## src/rtl/mybus_pkg.sv

```systemverilog
// mybus_pkg: shared types and default burst/timeout constants for the in_MyBus initiator
// and its responder bench.
package mybus_pkg;

  typedef enum logic [2:0] {
    ST_IDLE,
    ST_REQ,
    ST_XFER,
    ST_DRAIN,
    ST_DONE
  } mybus_init_st_t;

  localparam int MYBUS_BURST_LEN   = 8;
  localparam int MYBUS_TIMEOUT_CYC = 16;

endpackage

```

## src/rtl/in_MyBus.sv

```systemverilog
// in_MyBus: single-bit start/ready handshake plus serial data with a registered echo.
interface in_MyBus;

  logic start;
  logic data;
  logic ready;
  logic dataReady;

  modport M (output start, output data, input ready, input dataReady);
  modport S (input start, input data, output ready, output dataReady);

endinterface

```

## src/rtl/mybus_echo_chk.sv

```systemverilog
// mybus_echo_chk: remembers the bit sent last cycle and counts echo mismatches,
// saturating at BURST_LEN.
module mybus_echo_chk #(
  parameter int BURST_LEN = 8,
  parameter int CNT_W     = $clog2(BURST_LEN + 1)
) (
  input  logic             ck,
  input  logic             arst,
  input  logic             clr,
  input  logic             en,
  input  logic             sent_bit,
  input  logic             echo_bit,
  output logic [CNT_W-1:0] mismatch
);

  localparam logic [CNT_W-1:0] CNT_MAX = CNT_W'(BURST_LEN);

  logic             exp_q, exp_d;
  logic             vld_q, vld_d;
  logic [CNT_W-1:0] cnt_q, cnt_d;

  // The echo of a bit arrives one cycle after it was sent, so compare against the held copy.
  always_comb begin
    exp_d = sent_bit;
    vld_d = en;
    cnt_d = cnt_q;
    if (clr) begin
      cnt_d = '0;
    end else if (vld_q && (echo_bit != exp_q) && (cnt_q != CNT_MAX)) begin
      cnt_d = cnt_q + CNT_W'(1);
    end
  end

  always_ff @(posedge ck or posedge arst) begin
    if (arst) begin
      exp_q <= 1'b0;
      vld_q <= 1'b0;
      cnt_q <= '0;
    end else begin
      exp_q <= exp_d;
      vld_q <= vld_d;
      cnt_q <= cnt_d;
    end
  end

  assign mismatch = cnt_q;

endmodule

```

## src/rtl/mybus_initiator.sv

```systemverilog
// mybus_initiator: in_MyBus initiator; handshakes start/ready, serialises a burst LSB first and
// checks the registered echo. Define MYBUS_INIT_STATS_EN to build the burst/error statistics counters.
module mybus_initiator
  import mybus_pkg::*;
#(
  parameter int BURST_LEN   = MYBUS_BURST_LEN,
  parameter int TIMEOUT_CYC = MYBUS_TIMEOUT_CYC,
  localparam int CNT_W      = $clog2(BURST_LEN + 1)
) (
  input  logic                 ck,
  input  logic                 arst,
  input  logic                 req_valid,
  output logic                 req_ready,
  input  logic [BURST_LEN-1:0] req_data,
  output logic                 busy,
  output logic                 rsp_done,
  output logic                 rsp_timeout,
  output logic [CNT_W-1:0]     rsp_mismatch,
  output logic [31:0]          stat_bursts,
  output logic [31:0]          stat_errs,
  in_MyBus.M                   uout_MyBusM
);

  localparam int WAIT_W = $clog2(TIMEOUT_CYC);
  localparam int BIT_W  = (BURST_LEN > 1) ? $clog2(BURST_LEN) : 1;
  localparam logic [WAIT_W-1:0] WAIT_LAST = WAIT_W'(TIMEOUT_CYC - 1);
  localparam logic [BIT_W-1:0]  BIT_LAST  = BIT_W'(BURST_LEN - 1);

  mybus_init_st_t       state_q, state_d;
  logic [BURST_LEN-1:0] shreg_q, shreg_d;
  logic [WAIT_W-1:0]    wait_q, wait_d;
  logic [BIT_W-1:0]     bit_q, bit_d;
  logic                 timeout_q, timeout_d;
  logic                 accept;
  logic                 start;
  logic                 data;
  logic [CNT_W-1:0]     mismatch;

  // Bus outputs decode from registered state only; ready/dataReady steer transitions, never outputs.
  always_comb begin
    state_d   = state_q;
    shreg_d   = shreg_q;
    wait_d    = wait_q;
    bit_d     = bit_q;
    timeout_d = timeout_q;
    accept    = 1'b0;
    req_ready = 1'b0;
    start     = 1'b0;
    data      = 1'b0;
    rsp_done  = 1'b0;
    unique case (state_q)
      ST_IDLE: begin
        req_ready = 1'b1;
        if (req_valid) begin
          accept    = 1'b1;
          shreg_d   = req_data;
          timeout_d = 1'b0;
          wait_d    = '0;
          state_d   = ST_REQ;
        end
      end
      ST_REQ: begin
        start = 1'b1;
        if (uout_MyBusM.ready) begin
          bit_d   = '0;
          state_d = ST_XFER;
        end else if (wait_q == WAIT_LAST) begin
          timeout_d = 1'b1;
          state_d   = ST_DONE;
        end else begin
          wait_d = wait_q + WAIT_W'(1);
        end
      end
      ST_XFER: begin
        data    = shreg_q[0];
        shreg_d = shreg_q >> 1;
        if (bit_q == BIT_LAST) begin
          state_d = ST_DRAIN;
        end else begin
          bit_d = bit_q + BIT_W'(1);
        end
      end
      ST_DRAIN: state_d = ST_DONE;
      ST_DONE: begin
        rsp_done = 1'b1;
        state_d  = ST_IDLE;
      end
      default: state_d = ST_IDLE;
    endcase
  end

  always_ff @(posedge ck or posedge arst) begin
    if (arst) begin
      state_q   <= ST_IDLE;
      shreg_q   <= '0;
      wait_q    <= '0;
      bit_q     <= '0;
      timeout_q <= 1'b0;
    end else begin
      state_q   <= state_d;
      shreg_q   <= shreg_d;
      wait_q    <= wait_d;
      bit_q     <= bit_d;
      timeout_q <= timeout_d;
    end
  end

  mybus_echo_chk #(
    .BURST_LEN (BURST_LEN),
    .CNT_W     (CNT_W)
  ) u_echo_chk (
    .ck       (ck),
    .arst     (arst),
    .clr      (accept),
    .en       (state_q == ST_XFER),
    .sent_bit (data),
    .echo_bit (uout_MyBusM.dataReady),
    .mismatch (mismatch)
  );

  assign busy              = (state_q != ST_IDLE);
  assign rsp_timeout       = rsp_done & timeout_q;
  assign rsp_mismatch      = rsp_done ? mismatch : '0;
  assign uout_MyBusM.start = start;
  assign uout_MyBusM.data  = data;

`ifdef MYBUS_INIT_STATS_EN
  logic [31:0] bursts_q, bursts_d;
  logic [31:0] errs_q, errs_d;

  always_comb begin
    bursts_d = bursts_q;
    errs_d   = errs_q;
    if (rsp_done) begin
      bursts_d = bursts_q + 32'd1;
      if (timeout_q || (mismatch != '0)) begin
        errs_d = errs_q + 32'd1;
      end
    end
  end

  always_ff @(posedge ck or posedge arst) begin
    if (arst) begin
      bursts_q <= '0;
      errs_q   <= '0;
    end else begin
      bursts_q <= bursts_d;
      errs_q   <= errs_d;
    end
  end

  assign stat_bursts = bursts_q;
  assign stat_errs   = errs_q;
`else
  assign stat_bursts = '0;
  assign stat_errs   = '0;
`endif

endmodule

```

## src/flat_wrapper.sv

```systemverilog
// flat-port wrapper written by rule: the top's interface ports become plain ports
module mybus_initiator_flat import mybus_pkg::*;
#(
  parameter int BURST_LEN   = MYBUS_BURST_LEN,
  parameter int TIMEOUT_CYC = MYBUS_TIMEOUT_CYC,
  localparam int CNT_W      = $clog2(BURST_LEN + 1)
)
  (ck, arst, req_valid, req_ready, req_data, busy, rsp_done, rsp_timeout, rsp_mismatch, stat_bursts, stat_errs, uout_MyBusM_start, uout_MyBusM_data, uout_MyBusM_ready, uout_MyBusM_dataReady);
  in_MyBus uout_MyBusM_i ();
  input  logic ck;
  input  logic arst;
  input  logic req_valid;
  output logic req_ready;
  input  logic [BURST_LEN-1:0] req_data;
  output logic busy;
  output logic rsp_done;
  output logic rsp_timeout;
  output logic [CNT_W-1:0] rsp_mismatch;
  output logic [31:0] stat_bursts;
  output logic [31:0] stat_errs;
  output wire logic [$bits(uout_MyBusM_i.start)-1:0] uout_MyBusM_start;
  output wire logic [$bits(uout_MyBusM_i.data)-1:0] uout_MyBusM_data;
  input wire logic [$bits(uout_MyBusM_i.ready)-1:0] uout_MyBusM_ready;
  input wire logic [$bits(uout_MyBusM_i.dataReady)-1:0] uout_MyBusM_dataReady;
  assign uout_MyBusM_start = uout_MyBusM_i.start;
  assign uout_MyBusM_data = uout_MyBusM_i.data;
  assign uout_MyBusM_i.ready = uout_MyBusM_ready;
  assign uout_MyBusM_i.dataReady = uout_MyBusM_dataReady;
  mybus_initiator #(.BURST_LEN(BURST_LEN), .TIMEOUT_CYC(TIMEOUT_CYC)) u_core (.ck(ck), .arst(arst), .req_valid(req_valid), .req_ready(req_ready), .req_data(req_data), .busy(busy), .rsp_done(rsp_done), .rsp_timeout(rsp_timeout), .rsp_mismatch(rsp_mismatch), .stat_bursts(stat_bursts), .stat_errs(stat_errs), .uout_MyBusM(uout_MyBusM_i));
endmodule
```

## config.mk

```make
export PLATFORM = sky130hd
export DESIGN_NAME = mybus_initiator_flat
export DESIGN_NICKNAME = d
export VERILOG_FILES = /design/src/rtl/mybus_pkg.sv /design/src/rtl/in_MyBus.sv /design/src/rtl/mybus_echo_chk.sv /design/src/rtl/mybus_initiator.sv /design/src/flat_wrapper.sv
export SDC_FILE = /design/constraint.sdc
export NUM_CORES = 1
export LEC_CHECK = 0
export CELL_PAD_IN_SITES_DETAIL_PLACEMENT = 1
export CELL_PAD_IN_SITES_GLOBAL_PLACEMENT = 1
export CORE_MARGIN = 2
export CORE_UTILIZATION = 31
export DETAILED_ROUTE_END_ITERATION = 10
export HOLD_SLACK_MARGIN = 0.1
export PLACE_DENSITY = 0.9
export SYNTH_ARGS = -nofsm -noshare
export SYNTH_HDL_FRONTEND = slang
export SYNTH_SLANG_ARGS = --single-unit
```

## constraint.sdc

```tcl
create_clock -name ck -period 3.1 [get_ports ck]
set_input_delay 0.62 -clock ck [delete_from_list [all_inputs] [get_ports ck]]
set_output_delay 0.62 -clock ck [all_outputs]
set_load 0.05 [all_outputs]
```

==> impl_metrics.env <==
export IMPL_crit_path_max_incr_delay_ns=0.81
export IMPL_crit_family="buffers and inverters"
export IMPL_hold_ws_ns=0.485
export IMPL_drive_gt1_frac=0.0543
export IMPL_drc=0
export IMPL_fp_dieW_um=80.3
export IMPL_vias=1210
export IMPL_status="complete, no violations"
export IMPL_grt_pass1_wl_mm=5.26
export IMPL_grt_pass1_vias=1148
export IMPL_cts_tree="yes"
export IMPL_path_cells="or3b_1 -> inv_2 -> clkdlybuf4s50_1"
export IMPL_drt_iter0_drc=61
export IMPL_yosysUniqueCellTypes=40
export IMPL_finalWeightedCongestion=0.739
export IMPL_area_growth_pct=4.03
export IMPL_ir_worst_vdd_v=0.000353
export IMPL_cp_start_kind="flip-flop"
export IMPL_yosysTopAreaCell="dfrtp_1"
export IMPL_clkTransAtPathRegs_ns=0.10
export IMPL_path_buf_inv=2
export IMPL_drt_pass1_iter_count=4
export IMPL_initial_core_util=0.323
export IMPL_clk_latency_ns=0.28
export IMPL_crit_type="flip-flop to output port"
export IMPL_drv_slew=0
export IMPL_avgViaCountPerCell=4.13
export IMPL_num_rows=27
export IMPL_routedWlPerCell_um=11.1
export IMPL_core_um2=5570
export IMPL_crit_required_ns=2.48
export IMPL_finalNetCount=240
export IMPL_max_clock_freq_mhz=348
export IMPL_track_usage=0.103
export IMPL_async_flop_share=1.00
export IMPL_relSlewSlack=0.547
export IMPL_synth_seq_area_share=0.347
export IMPL_wirelength_mm=3.26
export IMPL_final_cells=293
export IMPL_worst_pin_slew_ns=0.670
export IMPL_numCtsBuffers=3
export IMPL_ctsLongestPathBuffers=2
export IMPL_rsz0062_at_grt="false"
export IMPL_yosysTopAreaCellShare=0.347
export IMPL_postCtsSetupBuffers=0
export IMPL_min_path_type="flip-flop to flip-flop"
export IMPL_yosys_warnings=0
export IMPL_grt_ovfl_total=0
export IMPL_cap_violations=0
export IMPL_grt_max_degree=26
export IMPL_clkSinkCount=25
export IMPL_dieArea_um2=6440
export IMPL_io_pins=87
export IMPL_ctsResizeCount=0
export IMPL_ys_ff_latch=25
export IMPL_ctsHoldBuffers=0
export IMPL_dp_hpwl_mm=2.53
export IMPL_finalSetupTns_ns=0
export IMPL_cp_max_fo=14
export IMPL_hold_viol_final=0
export IMPL_fin_skew_ns=0.0112
export IMPL_arrival_ns=2.25
export IMPL_post_route_period_util=0.927
export IMPL_setup_viol=0
export IMPL_portBuffers=22
export IMPL_cts_root_buf="clkbuf_8"
export IMPL_antenna_found_initial=0
export IMPL_syn_cell_area_um2=1800
export IMPL_avgSynthCellArea_um2=8.84
export IMPL_end_kind="output port"
export IMPL_dpl_cell_count=289
export IMPL_powerDensity_nw_per_um2=814
export IMPL_synth_edf_count=0
export IMPL_fin_crit_ns=2.87
export IMPL_cp_slowest_cell="clkdlybuf4s50_1"
export IMPL_diodes=0
export IMPL_syn_instance_count=204
export IMPL_synth_area_leaders="dfrtp_1 (35%), buf_4 (27%), nand3_1 (4.7%)"
export IMPL_die_h_um=80.3
export IMPL_h_tree_depth=1
export IMPL_ant_nets=0
export IMPL_cellLeakagePower_nw=0.948
export IMPL_synth_ff_type="dfrtp_1"
-- final timing paths --
kind	start	endpoint	slack, ns	cells past startpoint
max	u_core.state_q[2]	uout_MyBusM_start	0.23	3
min	u_core.shreg_q[1]	u_core.shreg_q[0]	0.49	2
max reg2reg	u_core.bit_q[0]	u_core.bit_q[0]	1.12	5
min reg2reg	u_core.shreg_q[1]	u_core.shreg_q[0]	0.49	2
max in group asynchronous	arst	u_core.wait_q[3]	2.15	3
min in group asynchronous	arst	u_core.shreg_q[7]	0.69	3
-- power by group --
group / switching (W) / total (W) / internal, W
clock network: 0.000112 / 0.000203 / 0.0000914
registers: 0.000109 / 0.000553 / 0.000444
logic: 0.000530 / 0.000770 / 0.000240
-- cell families after synthesis --
family                   synth area share
multiplexers                       0.0347
AND/OR/NAND/NOR                     0.189
flip-flops                          0.347
adder cells (fa/ha/maj)            0.0347
other                             0.00208
XOR/XNOR                          0.00486
buffers and inverters               0.321
AO/OA/AOI/OAI                      0.0666
-- final cells by class --
cell class              count  area, µm²
fillers                   676       3700
multi-input cells         158        841
flip-flops and latches     25        626
repair buffers             24        233
clock inverters             1       7.51
well taps                  72       90.1
clock buffers               3       41.3
inverters                  10       37.5
-- layer usage --
layer  vias up  track usage  share of wire  wire length (µm)
li1        585            -              -                 -
met1       567        0.127           0.44              1430
met2        51        0.178           0.48              1560
met3         7      0.00674          0.057               185
met4         0       0.0542          0.025                82
met5         -            0              0                 0
-- placed cells by master (no fill, tap or decap), drive strengths merged, types with 3 or more instances in the layout --
cell,Yosys,layout
conb,1,64
ha,5,5
nor2,6,6
clkbuf,2,3
nand3,17,17
nand2,19,19
o21ai,3,3
inv,9,9
a21oi,4,4
dfrtp,25,25
mux2i,4,4
clkdlybuf4s50,0,21
buf,72,3
and3,6,6
-- synthesized netlist by cell type (2+ instances only) --
master	n
nor2_1	6
and3_1	6
nand2_1	19
nand2b_1	2
ha_1	5
buf_2	4
dfrtp_1	25
buf_4	65
nor4b_1	2
nor4_1	2
nand3_1	17
nor3b_1	2
inv_1	8
a21oi_1	4
and2_1	2
mux2i_1	4
mux2_2	2
buf_6	2
o21ai_0	3
clkbuf_1	2
nor3_1	2
a22o_1	2
-- flip-flops by register name, summed over array words and instances, names as in the netlist --
signal / count
u_core.state_q: 3
u_core.wait_q: 4
u_core.u_echo_chk.vld_q: 1
u_core.bit_q: 3
u_core.shreg_q: 8
u_core.timeout_q: 1
u_core.u_echo_chk.exp_q: 1
u_core.u_echo_chk.mismatch: 4
-- worst reg2reg max path, stage by stage (launching register included) --
cell	delay, ns
dfrtp_1	0.41
ha_1	0.22
ha_1	0.22
nor4b_1	0.58
a21oi_1	0.15
mux2_2	0.30
-- metrics by stage --
step / power (W) / cell area, µm² / setup WS, ns / util
floorplan: 0.00124 / 2040 / 0.242 / -
global placement: 0.00129 / 1830 / 0.586 / 0.328
detailed placement: 0.00133 / 1830 / 0.526 / 0.328
CTS: 0.00154 / 1880 / 0.210 / 0.336
global route: 0.00164 / 1880 / 0.137 / 0.336
finish: 0.00153 / 1880 / 0.225 / 0.336
No activity file was read; power rests on OpenSTA's default activity.
